File: src/rtl/uctl_sctrlrx_pkg.sv
// Shared encodings for the second-generation system-side read controller:
// FSM state encoding and the completion status codes reported to the register block.
package uctl_sctrlrx_pkg;

    typedef enum logic [2:0] {
        IDLE   = 3'd0,
        RDPTR  = 3'd1,
        RDHDR  = 3'd2,
        RDDATA = 3'd3,
        UPDT   = 3'd4,
        CMPL   = 3'd5
    } sctrlRxState_t;

    localparam logic [1:0] ST_OK    = 2'b00;
    localparam logic [1:0] ST_EMPTY = 2'b01;
    localparam logic [1:0] ST_BUSY  = 2'b10;
    localparam logic [1:0] ST_ABORT = 2'b11;

endpackage

File: src/rtl/uctl_sctrlrx_req_fifo.sv
// Request queue for the read controller: first-word-fall-through synchronous FIFO
// with flush, occupancy level and full/empty flags. Storage is not reset; only the
// pointers are.
module uctl_sctrlrx_req_fifo #(
    parameter int W      = 9,
    parameter int QDEPTH = 4,
    parameter int QLW    = 3
) (
    input  logic           coreClk,
    input  logic           uctl_rst_n,
    input  logic           flush,
    input  logic           push,
    input  logic           pop,
    input  logic [W-1:0]   wrData,
    output logic [W-1:0]   rdData,
    output logic [QLW-1:0] level,
    output logic           full,
    output logic           empty
);

    localparam int AW = QLW - 1;

    logic [W-1:0]   mem [QDEPTH];
    logic [QLW-1:0] wrPtr;
    logic [QLW-1:0] rdPtr;
    logic           doPush;
    logic           doPop;

    // Pointers carry one extra wrap bit so full and empty are distinguishable.
    assign level  = wrPtr - rdPtr;
    assign full   = (level == QLW'(QDEPTH));
    assign empty  = (level == '0);
    assign doPush = push && !full && !flush;
    assign doPop  = pop && !empty && !flush;
    assign rdData = mem[rdPtr[AW-1:0]];

    // Read/write pointer update; flush wins over any push or pop in the same cycle.
    always_ff @(posedge coreClk or negedge uctl_rst_n) begin
        if (!uctl_rst_n) begin
            wrPtr <= '0;
            rdPtr <= '0;
        end else if (flush) begin
            wrPtr <= '0;
            rdPtr <= '0;
        end else begin
            if (doPush) wrPtr <= wrPtr + 1'b1;
            if (doPop)  rdPtr <= rdPtr + 1'b1;
        end
    end

    // Entry storage.
    always_ff @(posedge coreClk) begin
        if (doPush) mem[wrPtr[AW-1:0]] <= wrData;
    end

endmodule

File: src/rtl/uctl_sys_ctrl_rx_mq.sv
// System-side read controller with request queue. Pops queued per-endpoint read
// requests and sequences the endpoint controller through pointer fetch, header
// read, data read and buffer update for rdCount+1 packets, then reports a
// completion (endpoint, status, packet count). Supports abort with queue flush.
// Optional watchdog: define UCTL_SCTRLRX_TMO_EN to add parameter TMOW and the
// sctrlRx2reg_tmo output.
module uctl_sys_ctrl_rx_mq
    import uctl_sctrlrx_pkg::*;
#(
    parameter int EPW    = 4,
    parameter int CNTW   = 4,
    parameter int QDEPTH = 4,
    parameter int QLW    = 3
`ifdef UCTL_SCTRLRX_TMO_EN
    ,parameter int TMOW  = 12
`endif
) (
    input  logic            coreClk,
    input  logic            uctl_rst_n,
    input  logic            sw_rst,
    input  logic            reg2sctrlRx_req,
    input  logic [EPW-1:0]  reg2sctrlRx_epNum,
    input  logic [CNTW-1:0] reg2sctrlRx_rdCount,
    input  logic            reg2sctrlRx_listMode,
    input  logic            reg2sctrlRx_abort,
    output logic            sctrlRx2reg_reqRdy,
    output logic [QLW-1:0]  sctrlRx2reg_qLevel,
    output logic            sctrlRx2reg_updtRdBuf,
    output logic [EPW-1:0]  sctrlRx2reg_doneEp,
    output logic [1:0]      sctrlRx2reg_status,
    output logic [CNTW:0]   sctrlRx2reg_pktsDone,
    input  logic            sepr2sctrlRx_rdPtrsRcvd,
    input  logic            sepr2sctrlRx_bufEmpty,
    input  logic            sepr2sctrlRx_hdrRdDn,
    input  logic            sepr2sctrlRx_transferDn,
    input  logic            sepr2sctrlRx_bufUpdtDn,
    output logic            sctrlRx2sepr_inIdle,
    output logic            sctrlRx2sepr_getRdPtrs,
    output logic            sctrlRx2sepr_hdrRd,
    output logic            sctrlRx2sepr_rd,
    output logic            sctrlRx2sepr_updtRdBuf,
    output logic            sctrlRx2sepr_wrAddrEn,
    output logic [EPW-1:0]  sctrlRx2sepr_epNum
`ifdef UCTL_SCTRLRX_TMO_EN
    ,output logic           sctrlRx2reg_tmo
`endif
);

    sctrlRxState_t        state;
    sctrlRxState_t        stateNxt;
    logic [EPW+CNTW:0]    qWrData;
    logic [EPW+CNTW:0]    qRdData;
    logic                 qFull;
    logic                 qEmpty;
    logic                 pop;
    logic                 busy;
    logic [EPW-1:0]       epNumR;
    logic [CNTW-1:0]      rdCountR;
    logic                 listModeR;
    logic [CNTW:0]        cnt;
    logic [CNTW:0]        cntNxt;
    logic                 abortPend;
    logic                 abortPendNxt;
    logic [1:0]           cmplStatus;
    logic [EPW-1:0]       doneEpR;
    logic [1:0]           statusR;
    logic [CNTW:0]        pktsDoneR;
`ifdef UCTL_SCTRLRX_TMO_EN
    logic [TMOW-1:0]      wdog;
    logic                 tmoFire;
    logic                 tmoR;
`endif

    assign qWrData = {reg2sctrlRx_epNum, reg2sctrlRx_rdCount, reg2sctrlRx_listMode};

    // A request arriving with abort is discarded; abort also empties the queue.
    uctl_sctrlrx_req_fifo #(
        .W      (EPW + CNTW + 1),
        .QDEPTH (QDEPTH),
        .QLW    (QLW)
    ) u_reqFifo (
        .coreClk    (coreClk),
        .uctl_rst_n (uctl_rst_n),
        .flush      (reg2sctrlRx_abort | sw_rst),
        .push       (reg2sctrlRx_req & ~reg2sctrlRx_abort),
        .pop        (pop),
        .wrData     (qWrData),
        .rdData     (qRdData),
        .level      (sctrlRx2reg_qLevel),
        .full       (qFull),
        .empty      (qEmpty)
    );

    assign busy = (state == RDPTR) || (state == RDHDR) || (state == RDDATA) || (state == UPDT);

    assign sctrlRx2reg_reqRdy     = ~qFull;
    assign sctrlRx2reg_updtRdBuf  = (state == CMPL);
    assign sctrlRx2reg_doneEp     = doneEpR;
    assign sctrlRx2reg_status     = busy ? ST_BUSY : statusR;
    assign sctrlRx2reg_pktsDone   = pktsDoneR;
    assign sctrlRx2sepr_inIdle    = (state == IDLE);
    assign sctrlRx2sepr_getRdPtrs = (state == RDPTR);
    assign sctrlRx2sepr_hdrRd     = (state == RDHDR);
    assign sctrlRx2sepr_rd        = (state == RDDATA);
    assign sctrlRx2sepr_updtRdBuf = (state == UPDT);
    assign sctrlRx2sepr_wrAddrEn  = pop;
    assign sctrlRx2sepr_epNum     = epNumR;

    // Next-state, queue pop, packet counter and completion status selection.
    always_comb begin
        stateNxt     = state;
        pop          = 1'b0;
        cntNxt       = cnt;
        abortPendNxt = abortPend;
        cmplStatus   = ST_OK;
`ifdef UCTL_SCTRLRX_TMO_EN
        tmoFire      = 1'b0;
`endif
        case (state)
            IDLE: begin
                abortPendNxt = 1'b0;
                if (!reg2sctrlRx_abort && !qEmpty) begin
                    pop      = 1'b1;
                    cntNxt   = '0;
                    stateNxt = RDPTR;
                end
            end
            RDPTR: begin
                if (reg2sctrlRx_abort) begin
                    stateNxt   = CMPL;
                    cmplStatus = ST_ABORT;
                end else if (sepr2sctrlRx_rdPtrsRcvd) begin
                    if (listModeR) begin
                        stateNxt = CMPL;
                        cntNxt   = '0;
                    end else if (sepr2sctrlRx_bufEmpty) begin
                        stateNxt   = CMPL;
                        cmplStatus = ST_EMPTY;
                    end else begin
                        stateNxt = RDHDR;
                    end
                end
            end
            RDHDR: begin
                if (reg2sctrlRx_abort) begin
                    stateNxt   = CMPL;
                    cmplStatus = ST_ABORT;
                end else if (sepr2sctrlRx_hdrRdDn) begin
                    stateNxt = RDDATA;
                end
            end
            RDDATA: begin
                // Data already in flight: remember the abort and finish the packet.
                if (reg2sctrlRx_abort) abortPendNxt = 1'b1;
                if (sepr2sctrlRx_transferDn) stateNxt = UPDT;
            end
            UPDT: begin
                if (reg2sctrlRx_abort) abortPendNxt = 1'b1;
                if (sepr2sctrlRx_bufUpdtDn) begin
                    cntNxt = cnt + 1'b1;
                    if (reg2sctrlRx_abort || abortPend) begin
                        stateNxt   = CMPL;
                        cmplStatus = ST_ABORT;
                    end else if (cnt == {1'b0, rdCountR}) begin
                        stateNxt = CMPL;
                    end else begin
                        stateNxt = RDPTR;
                    end
                end
            end
            CMPL: begin
                abortPendNxt = 1'b0;
                stateNxt     = IDLE;
            end
            default: stateNxt = IDLE;
        endcase
`ifdef UCTL_SCTRLRX_TMO_EN
        // Watchdog expiry only applies when nothing else moves the FSM this cycle.
        if ((wdog == '1) && busy && (stateNxt == state) && !reg2sctrlRx_abort) begin
            tmoFire    = 1'b1;
            stateNxt   = CMPL;
            cmplStatus = ST_ABORT;
        end
`endif
    end

    // State register, active request context and completion report registers.
    always_ff @(posedge coreClk or negedge uctl_rst_n) begin
        if (!uctl_rst_n) begin
            state     <= IDLE;
            epNumR    <= '0;
            rdCountR  <= '0;
            listModeR <= 1'b0;
            cnt       <= '0;
            abortPend <= 1'b0;
            doneEpR   <= '0;
            statusR   <= ST_OK;
            pktsDoneR <= '0;
        end else if (sw_rst) begin
            state     <= IDLE;
            epNumR    <= '0;
            rdCountR  <= '0;
            listModeR <= 1'b0;
            cnt       <= '0;
            abortPend <= 1'b0;
            doneEpR   <= '0;
            statusR   <= ST_OK;
            pktsDoneR <= '0;
        end else begin
            state     <= stateNxt;
            cnt       <= cntNxt;
            abortPend <= abortPendNxt;
            if (pop) begin
                epNumR    <= qRdData[EPW+CNTW:CNTW+1];
                rdCountR  <= qRdData[CNTW:1];
                listModeR <= qRdData[0];
            end
            if (stateNxt == CMPL) begin
                doneEpR   <= epNumR;
                statusR   <= cmplStatus;
                pktsDoneR <= cntNxt;
            end
        end
    end

`ifdef UCTL_SCTRLRX_TMO_EN
    // Per-state watchdog, restarted on every state change, saturating at all-ones.
    always_ff @(posedge coreClk or negedge uctl_rst_n) begin
        if (!uctl_rst_n) begin
            wdog <= '0;
            tmoR <= 1'b0;
        end else if (sw_rst) begin
            wdog <= '0;
            tmoR <= 1'b0;
        end else begin
            tmoR <= tmoFire;
            if (stateNxt != state) wdog <= '0;
            else if (wdog != '1)   wdog <= wdog + 1'b1;
        end
    end

    assign sctrlRx2reg_tmo = tmoR;
`endif

endmodule
File: config.mk
export PLATFORM = sky130hd
export DESIGN_NAME = uctl_sys_ctrl_rx_mq
export DESIGN_NICKNAME = d
export VERILOG_FILES = /design/src/rtl/uctl_sctrlrx_pkg.sv /design/src/rtl/uctl_sctrlrx_req_fifo.sv /design/src/rtl/uctl_sys_ctrl_rx_mq.sv
export SDC_FILE = /design/constraint.sdc
export NUM_CORES = 1
export LEC_CHECK = 0
export ABC_AREA = 1
export ABC_CLOCK_PERIOD_IN_PS = 4000
export BUFFER_PORTS_ARGS = -buffer_cell sky130_fd_sc_hd__buf_2
export CAP_MARGIN = 20
export CORE_MARGIN = 2
export CORE_UTILIZATION = 55
export DETAILED_ROUTE_END_ITERATION = 16
export MAX_ROUTING_LAYER = met4
export PLACE_DENSITY = 0.86
export SYNTH_ARGS = -nofsm -noshare
export SYNTH_HDL_FRONTEND = slang
export SYNTH_SLANG_ARGS = --single-unit
File: constraint.sdc
create_clock -name coreClk -period 4 [get_ports coreClk]
set_clock_uncertainty 0.15 [all_clocks]
set_input_delay 0.4 -clock coreClk [delete_from_list [all_inputs] [get_ports coreClk]]
set_output_delay 0.4 -clock coreClk [all_outputs]
set_load 0.005 [all_outputs]
# ---- Word level (Yosys, flattened, before mapping)
# Memories as Yosys holds them, arrays and structs flattened.
# Index checks and enable logic that the tools add are counted.
dict set report totals {
  ff_bits 35
  latch_bits 0
  mem_bits_rw 36
  rom_bits 0
  inputBits 19
  output_inout_bits 26
  elab_cells 104
  mem_count 1
}
# name words width rd rd_ports_with_merged_regs wr line_no
set mem_list {}
lappend mem_list {u_reqFifo.mem 4 9 1 0 1 uctl_sctrlrx_req_fifo.sv:23} ;# logic [W-1:0] mem [QDEPTH];
dict set report classes {
  n_addsub 4
  n_mul 0
  div 0
  order_cmp 0
  n_eq_ne 9
  n_shift 0
  mux 52
  n_bitwise 4
  reduce_logical 23
}
# op count
set ops {}
lappend ops {{2-to-1 mux 3 bit} 16}
lappend ops {{2-to-1 mux 5 bit} 8}
lappend ops {{2-to-1 mux 4 bit} 6}
lappend ops {{one-hot mux 3 bit (5 select lines)} 1}
lappend ops {{one-hot mux 5 bit (3 select lines)} 1}
lappend ops {{2-to-1 mux 2 bit} 7}
lappend ops {{== test 3 bit, second input constant} 4}
lappend ops {{2-to-1 mux 1 bit} 11}
lappend ops {{nonzero test 2 bit} 4}
lappend ops {{adder 3 x 1 -> 3 bit, second input constant} 2}
lappend ops {{== test 3 x 2 -> 1 bit, second input constant} 2}
lappend ops {{logical NOT 3 bit} 2}
lappend ops {{one-hot mux 2 bit (3 select lines)} 1}
lappend ops {{adder 5 x 1 -> 5 bit, second input constant} 1}
lappend ops {{== test 5 x 4 -> 1 bit} 1}
lappend ops {{logical AND 1 bit} 5}
lappend ops {{logical NOT 1 bit} 4}
lappend ops {{logical OR 1 bit} 4}
lappend ops {{OR reduction 2 bit} 2}
lappend ops {{== test 3 x 1 -> 1 bit, second input constant} 1}
lappend ops {{inequality test 3 x 1 -> 1 bit, second input constant} 1}
lappend ops {{nonzero test 3 bit} 1}
lappend ops {{subtractor 3 bit} 1}
lappend ops {{inverter 1 bit} 2}
lappend ops {{4 further kinds} 4}

# ---- Logic depth before layout (Yosys ltp)
dict set report depth {
  word_depth 10
  ltp_mapped 13
  mapped_depth_nobuf 13
}

# ---- By module
# From an unflattened synthesis, not the netlist that was laid out.
dict set report unflattened {
  cells_unflattened 365
  area_unflattened_um2 3538.4
}
# module instances cells_per_inst area_per_inst_um2 seq_area_each_um2
set by_module_without_submodules {}
lappend by_module_without_submodules {uctl_sctrlrx_req_fifo 1 157 1845.5 1231.2}
lappend by_module_without_submodules {uctl_sys_ctrl_rx_mq 1 208 1692.9 725.7}

# ---- Least setup slack after synthesis
# No wires, ideal clock.
dict set report synth_path {
  path_type {reg-to-reg}
  start {register u_reqFifo.wrPtr[0]}
  end {memory u_reqFifo.mem[0][0], enable pin}
  setup_time_ns 0.374
  arrival_time_ns 1.958
  t_required_ns 3.476
  setup_slack_ns 1.518
  path_stages_with_launch 11
  n_path_buf 0
  synth_period_minus_slack_ns 2.482
  path_cell_list {dfrtp_1 > inv_1 > ha_1 > fa_1 > nand2_1 > inv_1 > nand2_1 > nand2_1 > inv_1 > nand2_1 > nor2_1}
}
dict set report synth_via {
  elab_chain_len 7
}
# item line_no
set synth_lines {}
lappend synth_lines {{start: declaration} uctl_sctrlrx_req_fifo.sv:24} ;# logic [QLW-1:0] wrPtr;
lappend synth_lines {{start signal: assignment} uctl_sctrlrx_req_fifo.sv:46} ;# if (doPush) wrPtr <= wrPtr + 1'b1;
lappend synth_lines {{subtractor 3 bit} uctl_sctrlrx_req_fifo.sv:30} ;# assign level = wrPtr - rdPtr;
lappend synth_lines {{== test 3 bit} uctl_sctrlrx_req_fifo.sv:31} ;# assign full = (level == QLW'(QDEPTH));
lappend synth_lines {{logical NOT 1 bit} uctl_sctrlrx_req_fifo.sv:33} ;# assign doPush = push && !full && !flush;
lappend synth_lines {{logical AND 1 bit (2 in series)} uctl_sctrlrx_req_fifo.sv:33}
lappend synth_lines {{2-to-1 mux 1 bit} uctl_sctrlrx_req_fifo.sv:53} ;# if (doPush) mem[wrPtr[AW-1:0]] <= wrData;
lappend synth_lines {{2-to-1 mux 1 bit (implied by the code)} uctl_sctrlrx_req_fifo.sv:53}
lappend synth_lines {{end: declaration} uctl_sctrlrx_req_fifo.sv:23}
# Parallel ways exist; a longest one is shown, timed or not.

# ---- Final worst setup path
dict set report layout_path {
  start {register u_reqFifo.rdPtr[0]}
  end {memory u_reqFifo.mem[3][1], enable pin}
}
dict set report layout_via {
  elab_chain_len 7
}
# item line_no
set layout_lines {}
lappend layout_lines {{start: declaration} uctl_sctrlrx_req_fifo.sv:25} ;# logic [QLW-1:0] rdPtr;
lappend layout_lines {{start signal: assignment} uctl_sctrlrx_req_fifo.sv:47} ;# if (doPop) rdPtr <= rdPtr + 1'b1;
lappend layout_lines {{subtractor 3 bit} uctl_sctrlrx_req_fifo.sv:30}
lappend layout_lines {{== test 3 bit} uctl_sctrlrx_req_fifo.sv:31}
lappend layout_lines {{logical NOT 1 bit} uctl_sctrlrx_req_fifo.sv:33}
lappend layout_lines {{logical AND 1 bit (2 in series)} uctl_sctrlrx_req_fifo.sv:33}
lappend layout_lines {{2-to-1 mux 1 bit} uctl_sctrlrx_req_fifo.sv:53}
lappend layout_lines {{2-to-1 mux 1 bit (implied by the code)} uctl_sctrlrx_req_fifo.sv:53}
# Every way passes these cells.

==> run_results.csv <==
group,metric,value,unit
yosys,synthDominantCellAreaShare,30.89,%
clocking,cts_setup_buffers,0,
clocking,numCtsBuffers,9,
timing,tns,0,ps
critical_path,crit_start,"u_reqFifo.rdPtr[0]",
clocking,cts_resized,0,
cells_and_area,drive_gt1_share,25.44,%
route,drt-initial-drc-count,164,
grt,grt_first_pass_wirelength,11760,µm
route,drtPass1Iterations,4,
timing,slew_violations,0,
grt,grt_max_degree,36,
yosys,synth_cell_types,37,
floorplanning,die_w,83.77,µm
yosys,synth_area_leaders,"edfxtp_1, dfrtp_1, nand2_1, inv_1, nand3_2",
timing,post-route-min-period,2961,ps
pwr,power.density,523.3,mW/mm²
pwr,power_leakage,1.797,nW
yosys,synth.cell_area,0.003500,mm²
yosys,synth_most_common_cell,"nand2_1",
route,vias_per_cell,5.358,
clocking,cts_tree,"yes",
cells_and_area,area_delta_synth_final,12.87,%
route,postRouteAntennaNets,0,
placed_design,finalWeightedCongestion,0.8738,
placed_design,dp_hpwl,5214,µm
flow_run,drv_cap,0,
placed_design,placed_area,0.003735,mm²
clocking,root_buffer,"clkbuf_8",
floorplanning,coreArea,0.006241,mm²
route,routedWlPerCell,14.67,µm
route,routed_wirelength,7014,µm
critical_path,timing.rr.start,"u_reqFifo.rdPtr[0]",
yosys,synth_area_leader_cell,"edfxtp_1",
yosys,synth_area_per_cell,9.942,µm²
grt,globalRouteOverflowTotal,0,
floorplanning,placementRows,29,
clocking,path_clk_slew,80,ps
cells_and_area,layout.nets,423,
clocking,clk-insertion-delay-late,350,ps
placed_design,numPortBuffers,44,
critical_path,critPathMaxStageDelay,700,ps
cells_and_area,antenna_cells,0,
cells_and_area,fin_area,0.003950,mm²
timing,tightest_slew,789.6,ps
grt,antenna_found_initial,0,
critical_path,r2r_slack,1040,ps
route,num_vias,2561,
route,drc,0,
yosys,netlist_top_cells_count,"nand2_1, inv_1, edfxtp_1",
hold_path,min_path_type,"input pin to register",
yosys,yosys_warnings,0,
floorplanning,dieHeight,83.77,µm
outcome,status,"finished, final reports clean",
yosys,synth_seq_cells,71,
critical_path,crit_path_end,"u_reqFifo.mem[3][1]",
timing,finalHoldViolations,0,
critical_path,arrival,2800,ps
critical_path,crit_top_cell,"nand2_1",
yosys,syn_nets,379,
timing,final.period_utilization,74.02,%
yosys,synthFlopType,"edfxtp_1",
pwr,vdd_drop_max,0.0004978,V
floorplanning,die_area,0.007017,mm²
clocking,cts_max_level,3,
critical_path,critical_path_required,3840,ps
clocking,clock_path_buffers,2,
timing,fmax,337.8,MHz
clocking,cts_sinks,71,
critical_path,cp_max_fo,21,
timing,rsz0062_at_grt,"false",
timing,setup_viol,0,
critical_path,reg2reg_to,"u_reqFifo.mem[3][1]",
cells_and_area,finish.utilization,63.29,%
floorplanning,io_pins,45,
clocking,cts_hold_buf,1,
pwr,p_total,2.067,mW
timing,max_slew_margin,47.36,%
grt,grtUsageTotal,22.29,%
yosys,synth_edf_count,36,
critical_path,reg2reg_depth,9,
grt,first_global_vias,2484,
yosys,synthArstFlopShare,49.30,%
floorplanning,initial_core_util,56.07,%
critical_path,critical_path_class,"register to register",
yosys,synth_cells,352,
critical_path,endpoint_kind,"register",
critical_path,cp-start-kind,"register",
critical_path,slowest_stage,"dfrtp_1",
critical_path,worstPathCellList,"ha_1, fa_1, nand2_1, inv_1, nand2_1, nand2_1, inv_1, nand2_1, nor2_1",
yosys,ys_seq_area_share,55.92,%
[cell type report]
cell class,instances,area (µm²)
Clock buffer,9,123.9
Clock inverter,7,81.33
Fill cell,535,2291
Inverter,47,178.9
Multi-Input combinational cell,222,1282
Sequential cell,71,1957
Tap cell,77,96.34
Timing Repair Buffer,45,230.2
[power by group]
group          internal [mW]  switching [mW]
Combinational          0.213           0.385
Sequential             0.821          0.0713
Clock                  0.295           0.282
Total                   1.33           0.739
[registers in the layout (all words and copies together), names as in the netlist]
signal                cells
state                     3
sctrlRx2sepr_epNum        4
cnt                       5
u_reqFifo.mem            36
abortPend                 1
statusR                   2
u_reqFifo.rdPtr           3
rdCountR                  4
u_reqFifo.wrPtr           3
listModeR                 1
sctrlRx2reg_doneEp        4
sctrlRx2reg_pktsDone      5
[kinds of logic (layout without fill, tap and decap cells)]
family | Yosys count | after routing | synth area share [%]
flops | 71 | 71 | 55.92
xor+xnor | 1 | 1 | 0.2503
simple gates | 151 | 151 | 21.81
buf+inv | 59 | 108 | 7.436
fa+ha+maj | 8 | 8 | 3.075
compound gates | 62 | 62 | 11.51
[metal layers]
metal | global-route usage [%] | share of wire (%) | vias up
met5 | - | 0 | -
met4 | 7.331 | 2.1 | 0
met3 | 6.231 | 4.3 | 16
met2 | 35.49 | 51 | 71
met1 | 27.80 | 43 | 1210
li1 | - | - | 1264
[through the flow]
step	hold WS, ps	setup slack [ps]	instances
CTS	117.7	1040	478
global route	124.0	753.6	478
global placement	334.6	1153	461
finish	135.1	1039	478
floorplan	-45.59	1518	352
detailed placement	348.5	1063	461
[worst min path at each step]
stage / startpoint / end / slack (ps) / cells after the start
floorplan: uctl_rst_n / abortPend / -50 / 0
global placement: statusR[0] / statusR[0] / 330 / 2
detailed placement: sctrlRx2sepr_epNum[1] / sctrlRx2sepr_epNum[1] / 350 / 2
CTS: reg2sctrlRx_rdCount[0] / u_reqFifo.mem[0][1] / 120 / 1
global route: reg2sctrlRx_rdCount[0] / u_reqFifo.mem[0][1] / 120 / 1
finish: reg2sctrlRx_rdCount[3] / u_reqFifo.mem[0][4] / 140 / 1
[critical path, delay by kind of cell (launching register included)]
family / cells / cell delay (ps)
flops: 1 / 700
simple gates: 5 / 910
fa+ha+maj: 2 / 690
buf+inv: 2 / 150
[placed cells by master (no fill, tap or decap), types with 2 or more instances in the layout]
master / instances
a21oi_1: 19
a22o_1: 2
a22oi_1: 4
a32oi_1: 9
buf_2: 44
clkbuf_8: 9
clkinvlp_4: 3
dfrtp_1: 35
edfxtp_1: 36
ha_1: 7
inv_1: 39
inv_2: 6
nand2_1: 85
nand2_2: 5
nand2_4: 2
nand3_1: 19
nand3_2: 11
nor2_1: 17
nor2_4: 3
nor3_4: 2
o21ai_0: 17
o21ai_2: 9
(Power assumes the default switching activity.)
